===== src/rtl/inv_srl_cell_pkg.sv =====
// inv_srl_cell_pkg: shared depth limits and width helpers for the invertible-pin shift register
package inv_srl_cell_pkg;

    localparam int DEPTH_MIN = 2;
    localparam int DEPTH_MAX = 32;

    // Tap-address width; never narrower than one bit so the A port always exists
    function automatic int addr_w(input int depth);
        return (depth > 1) ? $clog2(depth) : 1;
    endfunction

    // Fill-count width; must be able to hold the value DEPTH itself
    function automatic int cnt_w(input int depth);
        return $clog2(depth + 1);
    endfunction

endpackage


===== src/rtl/inv_srl_cell_inv_pin.sv =====
// inv_pin: optional static inversion of one invertible input pin
module inv_pin #(
    parameter logic [0:0] INV = 1'b0
) (
    input  logic I,
    output logic O
);

    assign O = I ^ INV;

endmodule


===== src/rtl/inv_srl_cell.sv =====
// inv_srl_cell: addressable shift register with invertible D/CE/CLR pins; fill counter enabled by INV_SRL_CELL_FILL_EN
module inv_srl_cell
    import inv_srl_cell_pkg::*;
#(
    parameter logic [0:0] INV_D   = 1'b0,
    parameter logic [0:0] INV_CE  = 1'b0,
    parameter logic [0:0] INV_CLR = 1'b0,
    parameter int         DEPTH   = 16
) (
    input  logic                       CLK,
    input  logic                       RST_N,
    (* invertible_pin = "INV_D" *)
    input  logic                       D,
    (* invertible_pin = "INV_CE" *)
    input  logic                       CE,
    (* invertible_pin = "INV_CLR" *)
    input  logic                       CLR,
    input  logic [addr_w(DEPTH)-1:0]   A,
    output logic                       Q,
    output logic                       Q_LAST,
    output logic [cnt_w(DEPTH)-1:0]    CNT,
    output logic                       FULL
);

    localparam int AW = addr_w(DEPTH);
    localparam int CW = cnt_w(DEPTH);

    logic d_e;
    logic ce_e;
    logic clr_e;

    inv_pin #(.INV(INV_D))   u_inv_d   (.I(D),   .O(d_e));
    inv_pin #(.INV(INV_CE))  u_inv_ce  (.I(CE),  .O(ce_e));
    inv_pin #(.INV(INV_CLR)) u_inv_clr (.I(CLR), .O(clr_e));

    logic [DEPTH-1:0] sr_q;
    logic [DEPTH-1:0] sr_d;

    // Shift toward the tail when enabled; CLR never touches the data
    always_comb begin
        sr_d = ce_e ? {sr_q[DEPTH-2:0], d_e} : sr_q;
    end

    // Taps read straight from the register; addresses past the tail read 0
    always_comb begin
        Q      = (int'(A) < DEPTH) ? sr_q[A] : 1'b0;
        Q_LAST = sr_q[DEPTH-1];
    end

`ifdef INV_SRL_CELL_FILL_EN
    logic [CW-1:0] cnt_q;
    logic [CW-1:0] cnt_d;

    // Clear beats increment; increment saturates at DEPTH
    always_comb begin
        cnt_d = clr_e ? '0 :
                (ce_e && cnt_q != CW'(DEPTH)) ? cnt_q + CW'(1) : cnt_q;
    end

    // Data and fill count share the synchronous reset
    always_ff @(posedge CLK) begin
        if (!RST_N) begin
            sr_q  <= '0;
            cnt_q <= '0;
        end else begin
            sr_q  <= sr_d;
            cnt_q <= cnt_d;
        end
    end

    assign CNT  = cnt_q;
    assign FULL = (cnt_q == CW'(DEPTH));
`else
    // Without the fill counter CLR has no effect, so its decoded level is dropped
    logic unused_clr;
    assign unused_clr = clr_e;

    // Data register only
    always_ff @(posedge CLK) begin
        if (!RST_N) begin
            sr_q <= '0;
        end else begin
            sr_q <= sr_d;
        end
    end

    assign CNT  = '0;
    assign FULL = 1'b0;
`endif

endmodule


===== config.mk =====
export PLATFORM = sky130hd
export DESIGN_NAME = inv_srl_cell
export DESIGN_NICKNAME = d
export VERILOG_FILES = /design/src/rtl/inv_srl_cell_pkg.sv /design/src/rtl/inv_srl_cell_inv_pin.sv /design/src/rtl/inv_srl_cell.sv
export SDC_FILE = /design/constraint.sdc
export NUM_CORES = 1
export LEC_CHECK = 0
export ABC_AREA = 1
export CAP_MARGIN = 30
export CORE_ASPECT_RATIO = 1.25
export CORE_MARGIN = 1
export CORE_UTILIZATION = 48
export CTS_CLUSTER_SIZE = 30
export DETAILED_ROUTE_END_ITERATION = 10
export HOLD_SLACK_MARGIN = 0.06
export PLACE_DENSITY_LB_ADDON = 0.15
export SYNTH_ARGS = -nofsm -noshare
export SYNTH_HDL_FRONTEND = slang
export SYNTH_HIERARCHICAL = 1
export SYNTH_SLANG_ARGS = --single-unit

===== constraint.sdc =====
create_clock -name CLK -period 1.2 [get_ports CLK]
set_input_delay 0.24 -clock CLK [delete_from_list [all_inputs] [get_ports CLK]]
set_output_delay 0.24 -clock CLK [all_outputs]
set_load 0.01 [all_outputs]

==> results of run 1 <==
==> final timing paths <==
kind	start	end	slack (ps)	depth (start not counted)
max	A[2]	Q	-190	6
min reg2reg	sr_q[14]$_SDFFE_PN0P_	sr_q[15]$_SDFFE_PN0P_	470	2
min	sr_q[14]$_SDFFE_PN0P_	sr_q[15]$_SDFFE_PN0P_	470	2
max reg2reg	sr_q[3]$_SDFFE_PN0P_	sr_q[4]$_SDFFE_PN0P_	430	3
==> area by class of cell <==
type	instances	area [sq um]
clock buffers	3	22.52
repair buffers	26	226.5
multi-input cells	69	326.6
flip-flops and latches	16	326.6
fillers	150	545.5
well taps	18	22.52
inverters	19	71.32
==> cells in the mapped netlist <==
master    n
a21oi_1  16
buf_2     2
buf_4    10
buf_6     1
conb_1    1
dfxtp_1  16
inv_1    19
nand2_1  16
nand2_2   1
nand3_1  12
o21ai_0  16
o21ai_1   2
==> cell families (layout without fill, tap and decap cells) <==
kind of cell / after synthesis / after routing
other: 1 / 6
flip-flops: 16 / 16
AO/OA/AOI/OAI: 34 / 34
buffers and inverters: 32 / 48
AND/OR/NAND/NOR: 29 / 29
==> where the power goes <==
part	internal [uW]	switching (uW)	leakage [uW]	total [uW]
clock network	117	164	0.0000138	280
registers	567	14.9	0.000134	582
logic	109	112	0.000320	221
total	793	290	0.000468	1080
==> routing by layer <==
metal  vias to the layer above  global-route usage [%]  wire (um)
li1                        391                       -          -
met1                       313                   26.01        717
met2                        14                   32.54        698
met3                         5                   4.265         59
met4                         0                   12.86         38
met5                         -                       0          0
==> stage by stage <==
step / hold WS (ps) / cells / total power, uW / cell area, sq um / util, %
4_1_cts: 468.0 / 151 / 1088 / 993.5 / 64.45
3_5_place_dp: 461.1 / 147 / 809.8 / 955.9 / 62.01
2_1_floorplan: 378.4 / 117 / 727.2 / 807.0 / -
3_3_place_gp: 458.3 / 147 / 807.4 / 955.9 / 62.01
6_report: 466.6 / 151 / 1083 / 996.0 / 64.61
5_1_grt: 503.3 / 151 / 1163 / 996.0 / 64.61
==> timing repair <==
| item | CTS | global route |
|---|---|---|
| gates cloned | 1 | 0 |
| gates resized for setup | 17 | 6 |
| setup endpoints to repair | 2 | 2 |
| buffers inserted | 0 | 0 |
| hold buffers | 0 | 0 |
==> worst reg2reg max path: stages, from the launching register on <==
cell and delay (ps):
dfxtp_1 330, buf_4 130, o21ai_0 150, a21oi_1 50
==> impl_metrics.ini, run 1 <==
[floorplanning]
row_count = 16
die_w_um = 38.25
die_h_um = 47.31
start_util_pct = 51.14
fp.coreArea_sq_um = 1541
dieArea_sq_um = 1809
ioPinCount = 17

[routing]
drc = 0
dr.pass1.iters = 2
ant_nets = 0
wl_per_cell_um = 10.02
wirelength_um = 1513
drtIter0Drc = 10
via_per_inst = 4.788
vias = 723

[logic_synthesis]
synth_fa_ha_area_share_pct = 0
synth_top_family_by_area = compound AO/OA/AOI/OAI gates
synth-seq-cells = 16
synth-compound-area-share_pct = 21.59
ys_seq_area_share_pct = 40.63
synth_warnings = 6
synth_xor_area_share_pct = 0
muxShareOfSynthArea_pct = 0
ys_types = 12
mappedNetlistArea_sq_um = 788.3
synth-simple-area-share_pct = 16.03
netlist.area_leader.share_pct = 40.63
synthTopCellsByArea = dfxtp_1 41%, a21oi_1 10%, o21ai_0 10%
avgSynthCellArea_sq_um = 7.038
postSynthCellCount = 112
yosysTopAreaCell = dfxtp_1

[layout]
largest_reg_flops = 16
n_antenna_cell = 0
area_growth_pct = 26.35
final_nets = 144
final_cell_mix = 16 x nand2_1, 16 x inv_1, 16 x o21ai_0, 16 x a21oi_1, 14 x buf_4
regMostFlops = sr_q
drive_gt1_share_pct = 24.81
reg_top3 = sr_q (16)

[run_status]
violations = setup timing
outcome = complete, but fails checks

[worst_setup_path]
critical-path-slowest-cell = clkdlybuf4s50_1
critPathMaxFanout = 3
cpPeakStageDelay_ps = 520
worst_ep_arrival_time_ps = 1150
start_kind = input port
crit_required_ps = 960
worst_path_most_repeated_cell = nand3_1
cp_top_family = buffers and inverters
crit_path_end_kind = output port
worst-setup-path-type = input port to output port
cp.buffers_inverters = 3
crit_chain = clkdlybuf4s50_1 > inv_1 > nand3_1 > nand3_1 > nand2_1 > buf_2

[clock_network]
htreeDepth = 1
clock_latency_ps = 290
cts-root-buf = clkbuf_4
cts.sinks = 16
clk_pin_slew_ps = 80
cts_tree = yes
cts_inserted_buffers = 3
clk_path_buf_depth = 2

[power]
p_leak_uw = 0.0004680
powerDensity_nw_per_um2 = 1087
ir_drop_uv = 590.8

[global_route]
grt_pass1_vias = 625
grt_max_degree = 17
grt_first_pass_wirelength_um = 2559
grt_usage_pct = 20.80
grt_overflow = 0
antenna_found_initial = 0

[flow_run]
cap_viol_max_count = 0

[placed_design]
port_buffers = 9
gp_congestion = 0.8056
dp_hpwl_um = 1075
pre_cts_slack_ps = -836.1

[timing]
layout_setup_ws_ps = -192.2
finalSetupViolCount = 1
finalCritPeriodShare_pct = 116.0
hold_violations = 0
layout_min_cycle_time_ps = 1392
fin_tns_setup_ps = -192.2
rsz0062_at_grt = true
finClkSkew_ps = 7.687
timing.final.max_slew_violations = 0
fmax_mhz = 718.3

[hold_path]
hold_class = flip-flop to flip-flop
(Power assumes the default switching activity.)
==> run 2, diff against run 1 <==
- GPL_TIMING_DRIVEN: not set -> 0
==> impl_metrics.ini, run 2 (synthesis gave the netlist of run 1 again) <==
[clock_network]
cts.sinks = 16
cts_inserted_buffers = 3
cts_setup_buffers = 0
hold_buffers = 0
clk_path_buf_depth = 2
clock_latency_ps = 290
cts_tree = yes
cts-root-buf = clkbuf_4
htreeDepth = 1
clk_pin_slew_ps = 100

[global_route]
antenna_found_initial = 0
grt_first_pass_wirelength_um = 2580
grt_overflow = 0
grt_pass1_vias = 646
grt_max_degree = 11
grt_usage_pct = 20.76

[placed_design]
dp_hpwl_um = 1138
gp_congestion = 0.7790
port_buffers = 7

[floorplanning]
start_util_pct = 51.14
fp.coreArea_sq_um = 1541
die_h_um = 47.31
die_w_um = 38.25
dieArea_sq_um = 1809
row_count = 16
ioPinCount = 17

[routing]
drc = 0
wl_met1_um = 751
wirelength_um = 1614
wl_met3_um = 66
wl_per_cell_um = 10.98
vias = 743
ant_nets = 0
route.met2.wl_um = 767
via_per_inst = 5.054
drtIter0Drc = 8
dr.max_layer_used = met4
dr.pass1.iters = 4

[worst_setup_path]
critPathCapture = Q
critPathMaxFanout = 2
crit_required_ps = 960
rr_startpoint = sr_q[3]$_SDFFE_PN0P_
worst-setup-path-type = flip-flop to output port
start_kind = flip-flop
cp-startpoint = sr_q[2]$_SDFFE_PN0P_
r2r-end = sr_q[3]$_SDFFE_PN0P_
worst_ep_arrival_time_ps = 1160
reg2reg_slack_ps = 520
crit_path_end_kind = output port
ff2ff_path_depth = 2

[layout]
postLayoutCoreUtil_pct = 62.18
regMostFlops = sr_q
n_fill_cell = 145
regArea_sq_um = 329.1
final_nets = 139
final_cell_mix = 16 x nand2_1, 16 x o21ai_0, 16 x a21oi_1
multi_input_area_sq_um = 326.6
area_growth_pct = 21.59
largest_reg_flops = 16
n_antenna_cell = 0
reg_top3 = sr_q (16)
drive_gt1_share_pct = 26.36

[timing]
layout_setup_ws_ps = -199.0
finalSetupViolCount = 1
hold_slack_ps = 272.8
timing.final.max_slew_violations = 0
rsz0062_at_grt = true
hold_violations = 0
fmax_mhz = 714.8
layout_min_cycle_time_ps = 1399
finClkSkew_ps = 7.868
finalCritPeriodShare_pct = 116.6

[run_status]
outcome = complete, but fails checks
violations = setup timing

[power]
powerDensity_nw_per_um2 = 1191
ir_drop_uv = 1089
p_leak_uw = 0.0004645
p_total_uw = 1141

[flow_run]
cap_viol_max_count = 0

[hold_path]
hold_class = input port to flip-flop
-- run 2: cell types whose count changed in the layout (fill, tap and decap cells not counted), moves of 2 or more --
cell,before,now
clkdlybuf4s50_1,5,2
dfxtp_1,11,9
inv_1,16,14
dfxtp_2,5,7
inv_2,3,5
buf_2,1,3
buf_4,14,10
-- run 2: timing repair --
action                                  CTS  global route
pin swaps                                 0             2
endpoints found under the setup margin    2             1
gates resized for setup                  11            13
endpoints found under the hold margin     0             0
gates cloned                              1             0
-- run 2: worst min-delay path by stage --
| stage | to | slack, ps | startpoint | cells past startpoint |
|---|---|---|---|---|
| after global placement | sr_q[6]$_SDFFE_PN0P_ | 460 | sr_q[5]$_SDFFE_PN0P_ | 2 |
| after global routing | sr_q[0]$_SDFFE_PN0P_ | 310 | D | 3 |
| after detailed placement | sr_q[6]$_SDFFE_PN0P_ | 460 | sr_q[5]$_SDFFE_PN0P_ | 2 |
| after floorplan | sr_q[0]$_SDFFE_PN0P_ | 380 | RST_N | 2 |
| after CTS | sr_q[0]$_SDFFE_PN0P_ | 280 | D | 3 |
| final | sr_q[0]$_SDFFE_PN0P_ | 270 | D | 3 |
-- run 2: report_power, final --
part           internal, uW  switching, uW  leakage, uW  total (uW)
Combinational          88.0            111     0.000309         199
Sequential              568           17.8     0.000135         586
Clock                   185            171    0.0000210         356
Total                   841            300     0.000464        1140
-- run 2: cell type report --
type                    instances  share of cell area [%]
clock buffers                   4                   3.786
plain buffers                  13                   10.05
inverters                      19                   7.441
well taps                      18                   2.350
flip-flops and latches         16                   34.33
repair buffers                  8                   7.963
multi-input cells              69                   34.07
-- run 2: critical path: stages, from the launching register on --
cell	delay (ps)
dfxtp_2	340
inv_2	40
o21ai_2	110
nand2_1	50
nand3_1	70
nand3_1	70
nand2_1	60
buf_2	120
-- run 2: stage by stage --
stage | setup TNS (ps) | worst slack (ps) | area (sq um) | std cells
4_1_cts | -202.9 | -202.9 | 940.9 | 147
3_3_place_gp | -2123 | -817.2 | 899.6 | 142
2_1_floorplan | 0 | 213.7 | 807.0 | 117
6_report | -199.0 | -199.0 | 958.4 | 147
3_5_place_dp | -2233 | -818.1 | 899.6 | 142
5_1_grt | -267.2 | -267.2 | 958.4 | 147
-- run 2: layer usage --
layer  global-route usage, %  vias to the layer above
li1                        -                      381
met1                   23.91                      341
met2                   36.27                       17
met3                   4.265                        4
met4                   10.00                        0
met5                       0                        -
